==> src/rtl/cdb_arbiter.sv <==
// rtl/cdb_arbiter.sv - completion broadcast arbiter: per-requester 2-deep FIFOs, round-robin onto N_CDB lanes
module cdb_arbiter #(
  parameter int N_REQ = 4,
  parameter int N_CDB = 2,
  parameter int TAG_W = 6,
  parameter int XLEN  = 32,
  localparam int SRC_W = (N_REQ > 1) ? $clog2(N_REQ) : 1
) (
  input  logic                              clock,
  input  logic                              reset,
  input  logic                              flush,
  input  logic [N_REQ-1:0]                  req_valid,
  input  logic [N_REQ-1:0][TAG_W-1:0]       req_tag,
  input  logic [N_REQ-1:0][XLEN-1:0]        req_data,
  output logic [N_REQ-1:0]                  req_ready,
  output logic [N_CDB-1:0]                  cdb_valid,
  output logic [N_CDB-1:0][TAG_W-1:0]       cdb_tag,
  output logic [N_CDB-1:0][XLEN-1:0]        cdb_data,
  output logic [N_CDB-1:0][SRC_W-1:0]       cdb_src
);

  logic [N_REQ-1:0][1:0][TAG_W-1:0] fifo_tag;
  logic [N_REQ-1:0][1:0][XLEN-1:0]  fifo_data;
  logic [N_REQ-1:0]                 rd_ptr;
  logic [N_REQ-1:0]                 wr_ptr;
  logic [N_REQ-1:0][1:0]            count;
  logic [SRC_W-1:0]                 rr_ptr;
  logic [SRC_W-1:0]                 rr_ptr_nxt;

  logic [N_REQ-1:0]                 accept;
  logic [N_REQ-1:0]                 grant;
  logic [N_REQ-1:0][SRC_W-1:0]      pos;
  logic [N_REQ-1:0][SRC_W-1:0]      rank;
  logic [N_CDB-1:0]                 lane_valid;
  logic [N_CDB-1:0][TAG_W-1:0]      lane_tag;
  logic [N_CDB-1:0][XLEN-1:0]       lane_data;
  logic [N_CDB-1:0][SRC_W-1:0]      lane_src;

  // Ready looks only at registered occupancy; tag 0 is accepted but never stored.
  always_comb begin
    req_ready = '0;
    accept    = '0;
    for (int i = 0; i < N_REQ; i++) begin
      req_ready[i] = (count[i] < 2'd2);
      accept[i]    = req_valid[i] && req_ready[i] && !flush && (req_tag[i] != '0);
    end
  end

  // Scan position of each requester relative to rr_ptr, then its rank among non-empty heads.
  always_comb begin
    int p;
    pos  = '0;
    rank = '0;
    p    = 0;
    for (int i = 0; i < N_REQ; i++) begin
      p = i - int'(rr_ptr);
      if (p < 0) p = p + N_REQ;
      pos[i] = p[SRC_W-1:0];
    end
    for (int i = 0; i < N_REQ; i++) begin
      for (int m = 0; m < N_REQ; m++) begin
        if (m != i && count[m] != 2'd0 && pos[m] < pos[i]) rank[i] = rank[i] + SRC_W'(1);
      end
    end
  end

  // A non-empty head wins if fewer than N_CDB heads precede it; its rank is its lane.
  always_comb begin
    int best_pos;
    int best_idx;
    int nxt;
    grant      = '0;
    lane_valid = '0;
    lane_tag   = '0;
    lane_data  = '0;
    lane_src   = '0;
    best_pos   = -1;
    best_idx   = 0;
    nxt        = 0;
    rr_ptr_nxt = rr_ptr;
    for (int i = 0; i < N_REQ; i++) begin
      grant[i] = (count[i] != 2'd0) && (int'(rank[i]) < N_CDB);
      if (grant[i] && int'(pos[i]) > best_pos) begin
        best_pos = int'(pos[i]);
        best_idx = i;
      end
    end
    for (int j = 0; j < N_CDB; j++) begin
      for (int i = 0; i < N_REQ; i++) begin
        if (grant[i] && int'(rank[i]) == j) begin
          lane_valid[j] = 1'b1;
          lane_tag[j]   = fifo_tag[i][rd_ptr[i]];
          lane_data[j]  = fifo_data[i][rd_ptr[i]];
          lane_src[j]   = SRC_W'(i);
        end
      end
    end
    if (grant != '0) begin
      nxt        = (best_idx + 1 == N_REQ) ? 0 : best_idx + 1;
      rr_ptr_nxt = SRC_W'(nxt);
    end
  end

  always_ff @(posedge clock) begin
    for (int i = 0; i < N_REQ; i++) begin
      if (!reset && accept[i]) begin
        fifo_tag[i][wr_ptr[i]]  <= req_tag[i];
        fifo_data[i][wr_ptr[i]] <= req_data[i];
      end
    end
  end

  // rr_ptr survives a flush; everything else pending is dropped.
  always_ff @(posedge clock) begin
    if (reset) begin
      count     <= '0;
      rd_ptr    <= '0;
      wr_ptr    <= '0;
      rr_ptr    <= '0;
      cdb_valid <= '0;
      cdb_tag   <= '0;
      cdb_data  <= '0;
      cdb_src   <= '0;
    end else if (flush) begin
      count     <= '0;
      rd_ptr    <= '0;
      wr_ptr    <= '0;
      cdb_valid <= '0;
      cdb_tag   <= '0;
      cdb_data  <= '0;
      cdb_src   <= '0;
    end else begin
      rr_ptr    <= rr_ptr_nxt;
      cdb_valid <= lane_valid;
      cdb_tag   <= lane_tag;
      cdb_data  <= lane_data;
      cdb_src   <= lane_src;
      for (int i = 0; i < N_REQ; i++) begin
        if (accept[i]) wr_ptr[i] <= ~wr_ptr[i];
        if (grant[i])  rd_ptr[i] <= ~rd_ptr[i];
        count[i] <= count[i] + {1'b0, accept[i]} - {1'b0, grant[i]};
      end
    end
  end

endmodule
==> config.mk <==
export PLATFORM = sky130hd
export DESIGN_NAME = cdb_arbiter
export DESIGN_NICKNAME = d
export VERILOG_FILES = /design/src/rtl/cdb_arbiter.sv
export SDC_FILE = /design/constraint.sdc
export NUM_CORES = 1
export LEC_CHECK = 0
export ABC_AREA = 1
export CAP_MARGIN = 20
export CELL_PAD_IN_SITES_DETAIL_PLACEMENT = 1
export CELL_PAD_IN_SITES_GLOBAL_PLACEMENT = 1
export CORE_MARGIN = 1.5
export CORE_UTILIZATION = 35
export CTS_BUF_LIST = sky130_fd_sc_hd__clkbuf_8
export DETAILED_ROUTE_END_ITERATION = 12
export PLACE_DENSITY_LB_ADDON = 0.3
export SLEW_MARGIN = 40
export SYNTH_ARGS = -nofsm -noshare
export SYNTH_HDL_FRONTEND = slang
export SYNTH_SLANG_ARGS = --single-unit
==> constraint.sdc <==
create_clock -name clock -period 7.08 [get_ports clock]
set_input_delay 1.416 -clock clock [delete_from_list [all_inputs] [get_ports clock]]
set_output_delay 1.416 -clock clock [all_outputs]
set_load 0.02 [all_outputs]
==> results.sh <==
export IMPL_vias_per_cell=4.98
export IMPL_cp_top_family="simple AND/OR/NAND/NOR gates"
export IMPL_drt_initial_drc_count=638
export IMPL_dieArea_um2=51100
export IMPL_rsz0062_at_grt="no"
export IMPL_antenna_left=0
export IMPL_synth_area_leaders="edfxtp_1 (52%), dfxtp_1 (11%), nand2_1 (10%)"
export IMPL_required_ns=7.59
export IMPL_gr_total_overflow=0
export IMPL_grt_pass1_wl_mm=85.4
export IMPL_cts_root_buf="clkbuf_8"
export IMPL_place_congestion=0.783
export IMPL_vias=13179
export IMPL_grt_pass1_vias=14556
export IMPL_ys_seq_elements=404
export IMPL_syn_to_final_growth_pct=26.5
export IMPL_synthCells=1663
export IMPL_synth_area_um2=17400
export IMPL_synth_top_area_share_pct=52.4
export IMPL_cts_setup_buffers=0
export IMPL_cts_tree="done"
export IMPL_cts_repair_resized=0
export IMPL_ys_types=31
export IMPL_cts_hold_buf=0
export IMPL_finalHoldViolations=0
export IMPL_relSlewSlack_pct=45.7
export IMPL_h_tree_depth=3
export IMPL_worstPathArrival_ns=4.82
export IMPL_yosys_area_top_type="edfxtp_1"
export IMPL_numPortBuffers=244
export IMPL_grt_total_usage_pct=22.9
export IMPL_ioPinCount=245
export IMPL_worstMarginPinSlew_ns=0.815
export IMPL_hold_ws_ns=0.487
export IMPL_status="completed"
export IMPL_fin_setup_tns_ns=0
export IMPL_min_period_ns=4.32
export IMPL_drv_slew=0
export IMPL_ir_drop_uv=134
export IMPL_max_clock_freq_mhz=232
export IMPL_cts_buffers=73
export IMPL_maxCapViolCount=0
export IMPL_start_util_pct=35.5
export IMPL_leakagePower_uw=0.00880
export IMPL_final_util_pct=44.9
export IMPL_fin_crit_sh_pct=61.0
export IMPL_criticalPathCategory="reg -> reg"
export IMPL_fin_skew_ns=0.0255
export IMPL_cts_sinks=404
export IMPL_placed_cells=2505
export IMPL_grt_max_degree=49
export IMPL_drc=0
export IMPL_die_w_um=226
export IMPL_min_path_type="reg -> reg"
export IMPL_synth_seq_area_share_pct=63.9
export IMPL_drt_pre_antenna_iters=5
export IMPL_syn_avg_cell_area_um2=10.5
export IMPL_endpoint_kind="register"
export IMPL_worstPathMaxFanout=9
export IMPL_slowest_stage="dfxtp_1"
export IMPL_hpwl_mm=37.5
export IMPL_ys_warn_count=0
export IMPL_clk_latency_ns=0.67
export IMPL_design_area_um2=22000
export IMPL_post_dp_cell_area_um2=20600
export IMPL_rows=81
export IMPL_drive_gt1_share_pct=8.76
export IMPL_die_y_um=226
export IMPL_critPathLaunchType="register"
export IMPL_cp_buffers_inverters=5
export IMPL_wl_mm=57.2
export IMPL_p_per_area_nw_per_um2=254
export IMPL_fin_nets=2100
export IMPL_clkTransAtPathRegs_ns=0.06
export IMPL_core_um2=49100
export IMPL_synth_nets=1846
export IMPL_wl_per_cell_um=21.6
export IMPL_grt_antenna_before_repair=4
export IMPL_setup_viol=0
export IMPL_max_stage_delay_ns=0.54
export IMPL_finalNonFillerCells=2644
export IMPL_cpMostUsedCell="nand2_1"
export IMPL_cts_buffer_depth=3
worst paths after layout:
check | slack [ns] | end | cells past startpoint | startpoint
setup / recovery | 2.76 | rr_ptr[0]$_SDFFE_PP0P_ | 26 | rr_ptr[1]$_SDFFE_PP0P_
hold / removal | 0.49 | count[3]$_SDFF_PP0_ | 1 | count[3]$_SDFF_PP0_
setup reg to reg | 2.76 | rr_ptr[0]$_SDFFE_PP0P_ | 26 | rr_ptr[1]$_SDFFE_PP0P_
hold reg to reg | 0.49 | count[3]$_SDFF_PP0_ | 1 | count[3]$_SDFF_PP0_
layout by cell type (no fill, tap or decap), drive strengths merged:
cell           count
a21oi             97
a22oi              1
buf               25
clkbuf            86
clkdlybuf4s50    244
clkinv            19
clkinvlp           1
dfxtp            100
diode              5
edfxtp           304
ha                24
inv              161
mux2i            114
nand2            475
nand3            166
nand3b             1
nand4              5
nor2             122
nor3               4
o21ai             16
or2                4
xnor2              1
xor2               5
state kept, by name, indices dropped and copies added (netlist names):
name and count:
cdb_data 64, cdb_src 4, cdb_tag 12, cdb_valid 2, count 8, fifo_data 256, fifo_tag 48, rd_ptr 4
rr_ptr 2, wr_ptr 4
through the flow:
step	total power (uW)	worst slack [ns]
6_report	5590	2.76
5_1_grt	5840	2.32
4_1_cts	5670	2.84
3_5_place_dp	3570	2.24
3_3_place_gp	3520	2.53
2_1_floorplan	3180	2.28
area by class of cell:
cell class / instances / area, um2
Antenna cell: 5 / 12.5
Inverter: 134 / 514
Fill cell: 5454 / 27000
Tap cell: 664 / 831
Clock inverter: 47 / 199
Multi-Input combinational cell: 1035 / 5420
Timing Repair Buffer: 269 / 2730
Clock buffer: 86 / 1180
Sequential cell: 404 / 11100
power by group:
group	switching, uW	internal [uW]	total, uW	leakage, uW
sequential	43.9	2620	2660	0.00357
clock	975	1100	2080	0.000821
combinational	549	307	855	0.00441
cells in the mapped netlist, drive strengths merged:
cell	count
nor3	4
nor2	122
mux2i	114
ha	24
xor2	5
nand2	475
a21oi	97
inv	134
nand4	5
clkbuf	33
buf	57
xnor2	1
o21ai	16
nand3	166
a22oi	1
edfxtp	304
or2	4
nand3b	1
dfxtp	100
cell families (layout without fill, tap and decap cells):
group	Yosys count	after routing	share of synthesized area, %
and+or+nand+nor	777	777	18.7
buffers and inverters	224	536	5.54
adders and majority gates	24	24	1.72
other	0	5	0
xor gates and xnor gates	6	6	0.302
DFF	404	404	63.9
muxes	114	114	6.55
AOI/OAI and AO/OA	114	114	3.29
per-layer routing:
layer  global-route usage [%]  part of all wire [%]  routed length [um]  vias to the layer above
met5                        0                     0                   0                        -
met4                     10.5                   3.7                2090                        0
met3                     4.22                   5.0                2840                      131
met2                     40.4                    51               29100                      409
met1                     26.8                    41               23200                     6541
li1                         -                     -                   -                     6098
No activity file was read; power rests on OpenSTA's default activity.
